--- src/rtl/fifo_sync_param_if.sv ---
// Handshake/status bundle between a producer/consumer pair and fifo_sync_param.
// The master side drives requests; the slave side (the FIFO) returns data and status.
interface fifo_sync_param_if #(
  parameter int DATA_WIDTH    = 8,
  parameter int ADDRESS_WIDTH = 4
) ();
  logic                   flush;
  logic                   wen;
  logic                   ren;
  logic [DATA_WIDTH-1:0]  data_in;
  logic [DATA_WIDTH-1:0]  data_out;
  logic                   full;
  logic                   empty;
  logic                   almost_full;
  logic                   almost_empty;
  logic [ADDRESS_WIDTH:0] count;
  logic                   overflow;
  logic                   underflow;

  modport master (
    output flush, wen, ren, data_in,
    input  data_out, full, empty, almost_full, almost_empty, count, overflow, underflow
  );

  modport slave (
    input  flush, wen, ren, data_in,
    output data_out, full, empty, almost_full, almost_empty, count, overflow, underflow
  );
endinterface

--- src/rtl/fifo_sync_param.sv ---
// Parametrised single-clock FIFO with occupancy count, almost flags, over/underflow pulses
// and synchronous flush. Define FIFO_FWFT_EN for first-word fall-through output.
module fifo_sync_param #(
  parameter int DATA_WIDTH    = 8,
  parameter int ADDRESS_WIDTH = 4,
  parameter int AF_LEVEL      = (2 ** ADDRESS_WIDTH) - 2,
  parameter int AE_LEVEL      = 2
) (
  input  logic              clock,
  input  logic              reset,
  fifo_sync_param_if.slave  bus
);
  localparam int DEPTH = 2 ** ADDRESS_WIDTH;
  localparam int PW    = ADDRESS_WIDTH + 1;

  logic [DATA_WIDTH-1:0]    mem [DEPTH];
  logic [PW-1:0]            wr_ptr_q, wr_ptr_d;
  logic [PW-1:0]            rd_ptr_q, rd_ptr_d;
  logic                     overflow_q, overflow_d;
  logic                     underflow_q, underflow_d;
  logic [PW-1:0]            count_w;
  logic                     full_w, empty_w;
  logic                     wr_acc, rd_acc;
  logic [ADDRESS_WIDTH-1:0] wr_addr, rd_addr;

  // Extra wrap bit lets the plain difference distinguish full from empty.
  assign count_w = wr_ptr_q - rd_ptr_q;
  assign full_w  = (count_w == PW'(DEPTH));
  assign empty_w = (count_w == '0);
  assign wr_addr = wr_ptr_q[ADDRESS_WIDTH-1:0];
  assign rd_addr = rd_ptr_q[ADDRESS_WIDTH-1:0];

  always_comb begin
    wr_acc      = bus.wen && !full_w && !bus.flush;
    rd_acc      = bus.ren && !empty_w && !bus.flush;
    overflow_d  = bus.wen && full_w && !bus.flush;
    underflow_d = bus.ren && empty_w && !bus.flush;
    wr_ptr_d    = wr_ptr_q + {{(PW-1){1'b0}}, wr_acc};
    rd_ptr_d    = rd_ptr_q + {{(PW-1){1'b0}}, rd_acc};
    if (bus.flush) begin
      wr_ptr_d = '0;
      rd_ptr_d = '0;
    end
  end

  always_ff @(posedge clock or negedge reset) begin
    if (!reset) begin
      wr_ptr_q    <= '0;
      rd_ptr_q    <= '0;
      overflow_q  <= 1'b0;
      underflow_q <= 1'b0;
    end else begin
      wr_ptr_q    <= wr_ptr_d;
      rd_ptr_q    <= rd_ptr_d;
      overflow_q  <= overflow_d;
      underflow_q <= underflow_d;
    end
  end

  // Storage is never cleared; only the pointers define what is valid.
  always_ff @(posedge clock) begin
    if (reset && wr_acc)
      mem[wr_addr] <= bus.data_in;
  end

`ifdef FIFO_FWFT_EN
  assign bus.data_out = mem[rd_addr];
`else
  logic [DATA_WIDTH-1:0] data_out_q, data_out_d;

  always_comb begin
    data_out_d = data_out_q;
    if (rd_acc)
      data_out_d = mem[rd_addr];
  end

  always_ff @(posedge clock or negedge reset) begin
    if (!reset)
      data_out_q <= '0;
    else
      data_out_q <= data_out_d;
  end

  assign bus.data_out = data_out_q;
`endif

  assign bus.count        = count_w;
  assign bus.full         = full_w;
  assign bus.empty        = empty_w;
  assign bus.almost_full  = (count_w >= PW'(AF_LEVEL));
  assign bus.almost_empty = (count_w <= PW'(AE_LEVEL));
  assign bus.overflow     = overflow_q;
  assign bus.underflow    = underflow_q;
endmodule

--- src/flat_wrapper.sv ---
// flat-port wrapper written by rule: the top's interface ports become plain ports
module fifo_sync_param_flat 
#(
  parameter int DATA_WIDTH    = 8,
  parameter int ADDRESS_WIDTH = 4,
  parameter int AF_LEVEL      = (2 ** ADDRESS_WIDTH) - 2,
  parameter int AE_LEVEL      = 2
)
  (clock, reset, bus_flush, bus_wen, bus_ren, bus_data_in, bus_data_out, bus_full, bus_empty, bus_almost_full, bus_almost_empty, bus_count, bus_overflow, bus_underflow);
  fifo_sync_param_if #(.DATA_WIDTH(DATA_WIDTH), .ADDRESS_WIDTH(ADDRESS_WIDTH)) bus_i ();
  input  logic clock;
  input  logic reset;
  input wire logic [$bits(bus_i.flush)-1:0] bus_flush;
  input wire logic [$bits(bus_i.wen)-1:0] bus_wen;
  input wire logic [$bits(bus_i.ren)-1:0] bus_ren;
  input wire logic [$bits(bus_i.data_in)-1:0] bus_data_in;
  output wire logic [$bits(bus_i.data_out)-1:0] bus_data_out;
  output wire logic [$bits(bus_i.full)-1:0] bus_full;
  output wire logic [$bits(bus_i.empty)-1:0] bus_empty;
  output wire logic [$bits(bus_i.almost_full)-1:0] bus_almost_full;
  output wire logic [$bits(bus_i.almost_empty)-1:0] bus_almost_empty;
  output wire logic [$bits(bus_i.count)-1:0] bus_count;
  output wire logic [$bits(bus_i.overflow)-1:0] bus_overflow;
  output wire logic [$bits(bus_i.underflow)-1:0] bus_underflow;
  assign bus_i.flush = bus_flush;
  assign bus_i.wen = bus_wen;
  assign bus_i.ren = bus_ren;
  assign bus_i.data_in = bus_data_in;
  assign bus_data_out = bus_i.data_out;
  assign bus_full = bus_i.full;
  assign bus_empty = bus_i.empty;
  assign bus_almost_full = bus_i.almost_full;
  assign bus_almost_empty = bus_i.almost_empty;
  assign bus_count = bus_i.count;
  assign bus_overflow = bus_i.overflow;
  assign bus_underflow = bus_i.underflow;
  fifo_sync_param #(.DATA_WIDTH(DATA_WIDTH), .ADDRESS_WIDTH(ADDRESS_WIDTH), .AF_LEVEL(AF_LEVEL), .AE_LEVEL(AE_LEVEL)) u_core (.clock(clock), .reset(reset), .bus(bus_i));
endmodule
--- config.mk ---
export PLATFORM = sky130hd
export DESIGN_NAME = fifo_sync_param_flat
export DESIGN_NICKNAME = d
export VERILOG_FILES = /design/src/rtl/fifo_sync_param_if.sv /design/src/rtl/fifo_sync_param.sv /design/src/flat_wrapper.sv
export SDC_FILE = /design/constraint.sdc
export NUM_CORES = 1
export LEC_CHECK = 0
export ABC_AREA = 1
export BUFFER_PORTS_ARGS = -buffer_cell sky130_fd_sc_hd__buf_2
export CAP_MARGIN = 20
export CORE_MARGIN = 5
export CORE_UTILIZATION = 60
export CTS_CLUSTER_SIZE = 14
export DETAILED_ROUTE_END_ITERATION = 12
export PLACE_DENSITY = 0.79
export SLEW_MARGIN = 20
export SYNTH_ARGS = -nofsm -noshare
export SYNTH_HDL_FRONTEND = slang
export SYNTH_SLANG_ARGS = --single-unit
--- constraint.sdc ---
create_clock -name clock -period 3.9 [get_ports clock]
set_clock_uncertainty 0.2 [all_clocks]
set_input_delay 0.78 -clock clock [delete_from_list [all_inputs] [get_ports clock]]
set_output_delay 0.78 -clock clock [all_outputs]
set_load 0.1 [all_outputs]
### Yosys cells after proc, flatten, opt, wreduce, memory -nomap -nowiden

Memories as Yosys holds them, arrays and structs flattened. A register that Yosys moved wholly into a read port is not among the register bits.
Index checks and enable logic that the tools add are counted.
W data, S select, Z words.

* register bits: 12
* bits in latches: 0
* RAM bits: 128
* memory bits (read-only): 0
* input port bits: 13
* logic and storage cells: 29
* memories kept: 1

Memory list
* u_core.mem: words 16, width 8, rd ports 1, clocked after memory_dff 1, write ports 1, RTL line fifo_sync_param.sv:16 `logic [DATA_WIDTH-1:0] mem [DEPTH];`

* add/sub/neg operators: 3
* multiply operators: 0
* div/mod/pow operators: 0
* magnitude comparators: 2
* equality and inequality tests: 1
* shift operators: 0
* mux-type cells: 4
* bitwise logic cells: 0
* reductions and logical operators: 14

Operators with widths (number)
* $add A5 B1 Y5: 2
* $mux W5: 2
* $logic_and A1 B1 Y1: 9
* $eq A5 B5 Y1 const B: 1
* $ge A5 B4 Y1 const B: 1
* $le A5 B2 Y1 const B: 1
* $logic_not A5 Y1: 1
* $sub A5 B5 Y5: 1
* $logic_not A1 Y1: 4
* $mux W1: 2

### Depth between registers and ports, before layout

Gate-level depths: netlist of the first run.

* word-level depth: 8
* mapped depth: 18
* mapped depth without buffers: 18

### Worst setup path after synthesis of the first run

Ideal clock, no wire load.

* path type: reg2out
* from: reg u_core.rd_ptr_q[1]
* to: out bus_almost_full
* data arrival time: 4.494 ns
* data required time: 2.920 ns
* path slack: -1.574 ns
* cell stages (with the launch flop): 7
* cells stage by stage: dfrtp_1 inv_2 clkbuf_1 fa_1 xor2_2 nand2_1 o21ai_0

* cells in the longest elaborated chain, start to end: 2

RTL lines
* start, declared: RTL line fifo_sync_param.sv:18 `logic [PW-1:0] rd_ptr_q, rd_ptr_d;`
* start signal, assigned: RTL line fifo_sync_param.sv:54 `rd_ptr_q <= rd_ptr_d;`
* $sub A5 B5 Y5: RTL line fifo_sync_param.sv:27 `assign count_w = wr_ptr_q - rd_ptr_q;`
* net bus_count[2]: RTL line flat_wrapper.sv:22 `output wire logic [$bits(bus_i.count)-1:0] bus_count;`
* $ge A5 B4 Y1: RTL line fifo_sync_param.sv:90 `assign bus.almost_full = (count_w >= PW'(AF_LEVEL));`
* end, declared: RTL line flat_wrapper.sv:20 `output wire logic [$bits(bus_i.almost_full)-1:0] bus_almost_full;`

The timed path passes the listed nets, and every way through them passes these cells.

### Final worst setup path of the first run

* from: reg u_core.rd_ptr_q[2]
* to: out bus_empty

* cells in the longest elaborated chain, start to end: 2

RTL lines
* $sub A5 B5 Y5: RTL line fifo_sync_param.sv:27
* $logic_not A5 Y1: RTL line fifo_sync_param.sv:29 `assign empty_w = (count_w == '0);`
* end, declared: RTL line flat_wrapper.sv:19 `output wire logic [$bits(bus_i.empty)-1:0] bus_empty;`

Every way passes these cells.

==> metrics.yaml, run 1 <==
critPathMaxStageDelay_ns: 0.42
path_buf_inv: 4
globalplace.congestion: 0.907
dp_cells: 785
grt_pass1_vias: 4337
hold_buffers: 0
synth_top_family_by_area: "simple AND/OR/NAND/NOR gates"
fillers: 799
yosys.cell_types.count: 28
slew_violations: 0
max_slew.worst_pin.slew_ns: 1.02
net-switching-power_mw: 1.79
setup_slack_ns: 0.110
antenna_found_initial: 0
htreeDepth: 4
drc_errors: 0
syn_inst: 633
slew-limit-headroom_pct: 32.1
r2r_cells: 9
hpwlAfterDp_mm: 9.01
cts_resized: 0
internal_power_mw: 3.00
synth_fa_ha_area_share_pct: 1.84
overflow: 0
io_buffers: 31
regToRegStartpoint: "u_core.rd_ptr_q[2]"
synth-compound-area-share_pct: 2.55
cp_max_fo: 18
numCtsBuffers: 17
cts_max_path_buffers: 2
hp-class: "in2async"
yosysWarnings: 0
synthesis.nets: 655
whs_ns: 0.101
ys.flop_type: "edfxtp_1"
die_h_um: 114
num_rows: 38
grt_max_degree: 72
endpoint_kind: "output pin"
start_util_pct: 60.6
power_mw: 4.79
crit_chain: "inv_2 > ha_1 > a21oi_1 > nand3_1 > nand2_1 > nand4_1 > buf_4 > inv_1 > clkbuf_4"
post_route_cells_drive_above_1_share_pct: 13.6
cts_tree: "done"
path_clk_slew_ns: 0.06
seq_power_share_pct: 37.7
drtPass1Iterations: 5
synthSimpleGateAreaFrac_pct: 23.5
cts_setup_buffers: 0
pre_cts_slack_ns: 0.583
grt_pass1_wl_mm: 22.9
cpMaxStageDelayCell: "dfrtp_1"
fp.dieW_um: 114
viasPerCell: 5.52
cp-start-kind: "flip-flop"
switching_share_pct: 37.4
ir_drop_v: 0.000591
n_antenna_cell: 0
p_leak_nw: 3.00
dr.first_iter.drc_count: 429
r2r_end: "u_core.mem[0][6]"
async_flop_share_pct: 13.5
wirelength_mm: 14.2
syn2layout_area_growth_pct: 12.7
combPwrFrac_pct: 29.1
hold_viol: 0
rsz0062_at_grt: "true"
ioPinCount: 32
run_status: "finished clean"
setup_viol: 0
fmax_ghz: 0.264
die_area_sq_mm: 0.0130
max-cap-violations: 0
root_buffer: "clkbuf_8"
clockPowerShare_pct: 33.2
synthMuxAreaShare_pct: 0
fin_tns_setup_ns: 0
grt_usage_pct: 23.4
r2r_slack_ns: 0.61
stdcell_count: 816
fin_crit_sh_pct: 97.2
ys_ff_latch: 148
yosysSeqAreaShare_pct: 66.7
clock-sinks: 148
crit_start: "u_core.rd_ptr_q[2]"
antenna_left: 0
period_minus_slack_ns: 3.79
critical_path_required_ns: 2.92
synthXorXnorAreaFrac_pct: 0.384
path_delay_family: "buffers and inverters"
power_density_mw_per_mm2: 653
core_area_sq_mm: 0.0107
dr_total_vias: 4501
wl_per_cell_um: 17.4
crit_type: "reg2out"
synth-edff-count: 128
arrival_ns: 2.81
clk_latency_ns: 0.52
syn-cell-area_sq_mm: 0.00651
syn_area_per_cell_sq_um: 10.3
nNetsFinal: 686
==> sequential cells by signal, indices dropped and copies added (netlist names) <==
register / flops
u_core.mem: 128
u_core.bus.data_out: 8
u_core.rd_ptr_q: 5
u_core.wr_ptr_q: 5
u_core.bus.overflow: 1
u_core.bus.underflow: 1
==> cells by family (layout without fill, tap and decap cells) <==
kind of cell               count (synthesis)  after routing
and+or+nand+nor                          369            369
DFF                                      148            148
buffers and inverters                     72            115
AOI/OAI and AO/OA                         33             33
adders and majority gates                  9              9
xor gates and xnor gates                   2              2
==> Yosys cell counts (2+ instances only) <==
library cell / instances / area (sq um)
a21oi_1: 12 / 60.1
buf_2: 12 / 60.1
buf_4: 7 / 52.6
clkbuf_1: 3 / 11.3
dfrtp_1: 20 / 500
edfxtp_1: 128 / 3840
ha_1: 8 / 100
inv_1: 42 / 158
inv_2: 5 / 18.8
nand2_1: 215 / 807
nand2_2: 2 / 12.5
nand3_1: 60 / 300
nand3_2: 2 / 20.0
nor2_1: 75 / 282
nor2_2: 11 / 68.8
o21ai_0: 7 / 35.0
o21ai_1: 13 / 65.1
==> cell usage in the layout (no fill, tap or decap), types with 3 or more instances in the layout <==
master     instances
nand3_1           60
buf_2             29
buf_4              5
nor2_2            11
dfrtp_1           19
o21ai_1           13
nor2_1            75
inv_2              5
o21ai_0            6
clkinv_2           3
edfxtp_1         128
ha_1               8
inv_1             42
bufinv_16          3
clkbuf_16         16
a21oi_1           11
nand2_1          215
==> power by group through the flow <==
stage	clock network [mW]	logic [mW]	registers (mW)
6_report	1.59	1.39	1.81
5_1_grt	1.67	1.49	1.81
4_1_cts	1.59	1.39	1.81
3_5_place_dp	0	1.38	1.84
3_3_place_gp	0	1.36	1.84
2_1_floorplan	0	0.846	2.14
==> worst max path at each step <==
stage / slack, ns / to / depth (start not counted)
floorplan: 0.02 / bus_almost_empty / 10
global placement: 0.70 / bus_empty / 9
detailed placement: 0.58 / bus_empty / 9
CTS: 0.04 / bus_empty / 9
global route: -0.03 / bus_empty / 9
finish: 0.11 / bus_empty / 9
==> cell type report <==
type / instances / area, sq um / area share, %
Timing Repair Buffer: 36 / 198 / 2.69
Clock buffer: 18 / 418 / 5.69
Clock inverter: 13 / 159 / 2.17
Sequential cell: 148 / 4350 / 59.2
Multi-Input combinational cell: 413 / 1860 / 25.4
Tap cell: 140 / 175 / 2.39
Inverter: 48 / 180 / 2.46
==> metal layers <==
metal	part of all wire, %	track usage (%)	up-vias
met2	49	37.5	219
met4	2.0	8.08	0
met5	0	0	-
met1	41	33.2	2105
li1	-	-	2145
met3	8.2	3.12	32
==> stage by stage <==
step	cell area (sq um)	utilization (%)
6_report	7340	68.3
5_1_grt	7340	68.3
4_1_cts	7330	68.2
3_5_place_dp	6760	62.9
3_3_place_gp	6760	62.9
2_1_floorplan	6540	-
Power figures use the tool's default switching activity.
==> run 2, diff against run 1 <==
--- a/config.mk
+++ b/config.mk
@@ -12,7 +12,7 @@
 export CORE_UTILIZATION = 60
 export CTS_CLUSTER_SIZE = 14
 export DETAILED_ROUTE_END_ITERATION = 12
-export PLACE_DENSITY = 0.79
+export PLACE_DENSITY = 0.76
 export SLEW_MARGIN = 20
 export SYNTH_ARGS = -nofsm -noshare
 export SYNTH_HDL_FRONTEND = slang
==> metrics.yaml, run 2 (synthesis results as in run 1) <==
crit_type: "reg2out"  # unchanged
run_status: "finished clean"  # unchanged
top_register: "u_core.mem"  # unchanged
setup_slack_ns: 0.172  # was 0.110 ns
mostFrequentLayoutCells: "nand2_1, edfxtp_1, nor2_1, nand3_1, inv_1"  # unchanged
period_minus_slack_ns: 3.73  # was 3.79 ns
multiInputGateArea_sq_mm: 0.00187  # was 0.00186 sq mm
power_density_mw_per_mm2: 666  # was 653 mW/mm^2
cp-start-kind: "flip-flop"  # unchanged
wirelength_mm: 15.0  # was 14.2 mm
start_util_pct: 60.6  # unchanged
nNetsFinal: 686  # unchanged
slew-limit-headroom_pct: 29.5  # was 32.1%
drc_errors: 0  # unchanged
antenna_left: 0  # unchanged
largest_reg_flops: 128  # unchanged
num_rows: 38  # unchanged
hold_buffers: 0  # unchanged
numCtsBuffers: 17  # unchanged
cts_tree: "done"  # unchanged
drtPass1Iterations: 5  # unchanged
arrival_ns: 2.75  # was 2.81 ns
fin_crit_sh_pct: 95.6  # was 97.2%
ir_drop_v: 0.000764  # was 0.000591 V
r2r_cells: 9  # unchanged
die_h_um: 114  # unchanged
path_clk_slew_ns: 0.06  # about the same
grt_max_degree: 72  # unchanged
final_common_cell: "nand2_1"  # unchanged
setup_viol: 0  # unchanged
overflow: 0  # unchanged
htreeDepth: 4  # unchanged
final-seq-area_sq_mm: 0.00435  # unchanged
post_route_cells_drive_above_1_share_pct: 13.4  # was 13.6%
hpwlAfterDp_mm: 9.25  # was 9.01 mm
fp.dieW_um: 114  # unchanged
max-cap-violations: 0  # unchanged
regToRegStartpoint: "u_core.rd_ptr_q[3]"  # was u_core.rd_ptr_q[2]
hold_viol: 0  # unchanged
whs_ns: 0.0910  # was 0.101 ns
clock-sinks: 148  # unchanged
endpoint_kind: "output pin"  # unchanged
cp_max_fo: 9  # was 18
r2r_end: "u_core.mem[10][1]"  # was u_core.mem[0][6]
grt_pass1_vias: 4385  # was 4337
ioPinCount: 32  # unchanged
syn2layout_area_growth_pct: 13.3  # was 12.7%
globalplace.congestion: 0.852  # was 0.907
grt_pass1_wl_mm: 23.3  # was 22.9 mm
cts_max_path_buffers: 2  # unchanged
hp-class: "in2async"  # unchanged
viasPerCell: 5.50  # was 5.52
r2r_slack_ns: 0.63  # was 0.61 ns
n_antenna_cell: 0  # unchanged
critical_path_required_ns: 2.92  # about the same
pre_cts_slack_ns: 0.629  # was 0.583 ns
p_leak_nw: 3.02  # was 3.00 nW
dr_total_vias: 4495  # was 4501
fmax_ghz: 0.268  # was 0.264 GHz
slew_violations: 0  # unchanged
max_slew.worst_pin.slew_ns: 1.06  # was 1.02 ns
core_area_sq_mm: 0.0107  # unchanged
wl_per_cell_um: 18.3  # was 17.4 um
dr.first_iter.drc_count: 518  # was 429
grt_usage_pct: 24.3  # was 23.4%
die_area_sq_mm: 0.0130  # unchanged
antenna_found_initial: 0  # unchanged
root_buffer: "clkbuf_8"  # unchanged
fillers: 812  # was 799
io_buffers: 31  # unchanged
clk_latency_ns: 0.54  # was 0.52 ns
-- run 2: cell count changes in the layout (fill, tap and decap cells not counted), moves of 2 or more --
cell,previous run,this run
clkinv_1,2,4
buf_4,5,7
bufinv_16,3,5
clkinv_4,2,0
inv_6,2,0
-- run 2: worst max path at each step --
| stage | from | endpoint | slack (ns) | depth (start not counted) |
|---|---|---|---|---|
| after floorplan | u_core.rd_ptr_q[2] | bus_almost_empty | 0.02 | 10 |
| after global placement | u_core.rd_ptr_q[2] | bus_empty | 0.68 | 9 |
| after detailed placement | u_core.rd_ptr_q[2] | u_core.mem[14][2] | 0.63 | 9 |
| after CTS | u_core.rd_ptr_q[2] | bus_empty | 0.05 | 9 |
| after global routing | u_core.rd_ptr_q[3] | bus_full | -0.0003 | 10 |
| final | u_core.rd_ptr_q[3] | bus_full | 0.17 | 10 |
-- run 2: power breakdown --
part	leakage (nW)	internal, mW	switching [mW]	total (mW)
Sequential	1.42	1.78	0.0311	1.81
Combinational	1.31	0.257	1.15	1.41
Clock	0.296	1.09	0.604	1.69
-- run 2: worst max-delay path, cell delays in order, from the launching register on --
cell and delay [ns]:
dfrtp_1 0.39, clkinvlp_4 0.20, ha_1 0.42, a21oi_1 0.25
nand2_1 0.11, nand2_1 0.10, nand2_2 0.09, inv_2 0.07
nand3_2 0.13, inv_1 0.13, buf_4 0.30
-- run 2: what timing repair did --
| item | CTS | global route |
|---|---|---|
| endpoints found under the hold margin | 0 | 0 |
| gates resized for setup | 0 | 9 |
| setup endpoints to repair | 0 | 3 |
| setup buffers | 0 | 0 |
-- run 2: layout make-up --
cell class / count / area share, %
clock inverters: 13 / 2.54
inverters: 48 / 2.53
clock buffers: 19 / 5.71
multi-input cells: 413 / 25.3
well taps: 140 / 2.37
repair buffers: 36 / 2.71
flip-flops and latches: 148 / 58.9
-- run 2: metrics by stage --
step	TNS, ns	power [mW]	std cells	area [sq um]	util [%]
4_1_cts	0	4.91	817	7370	68.5
5_1_grt	-0.000264	5.10	817	7380	68.7
3_3_place_gp	0	3.20	785	6760	62.9
2_1_floorplan	0	2.98	633	6540	-
3_5_place_dp	0	3.23	785	6760	62.9
6_report	0	4.91	817	7380	68.7
-- run 2: per-layer routing --
| metal | GRT usage [%] | share of wire [%] | up-vias |
|---|---|---|---|
| met2 | 38.4 | 49 | 199 |
| met4 | 9.58 | 3.0 | 0 |
| li1 | - | - | 2146 |
| met5 | 0 | 0 | - |
| met1 | 32.3 | 40 | 2116 |
| met3 | 6.55 | 7.6 | 34 |
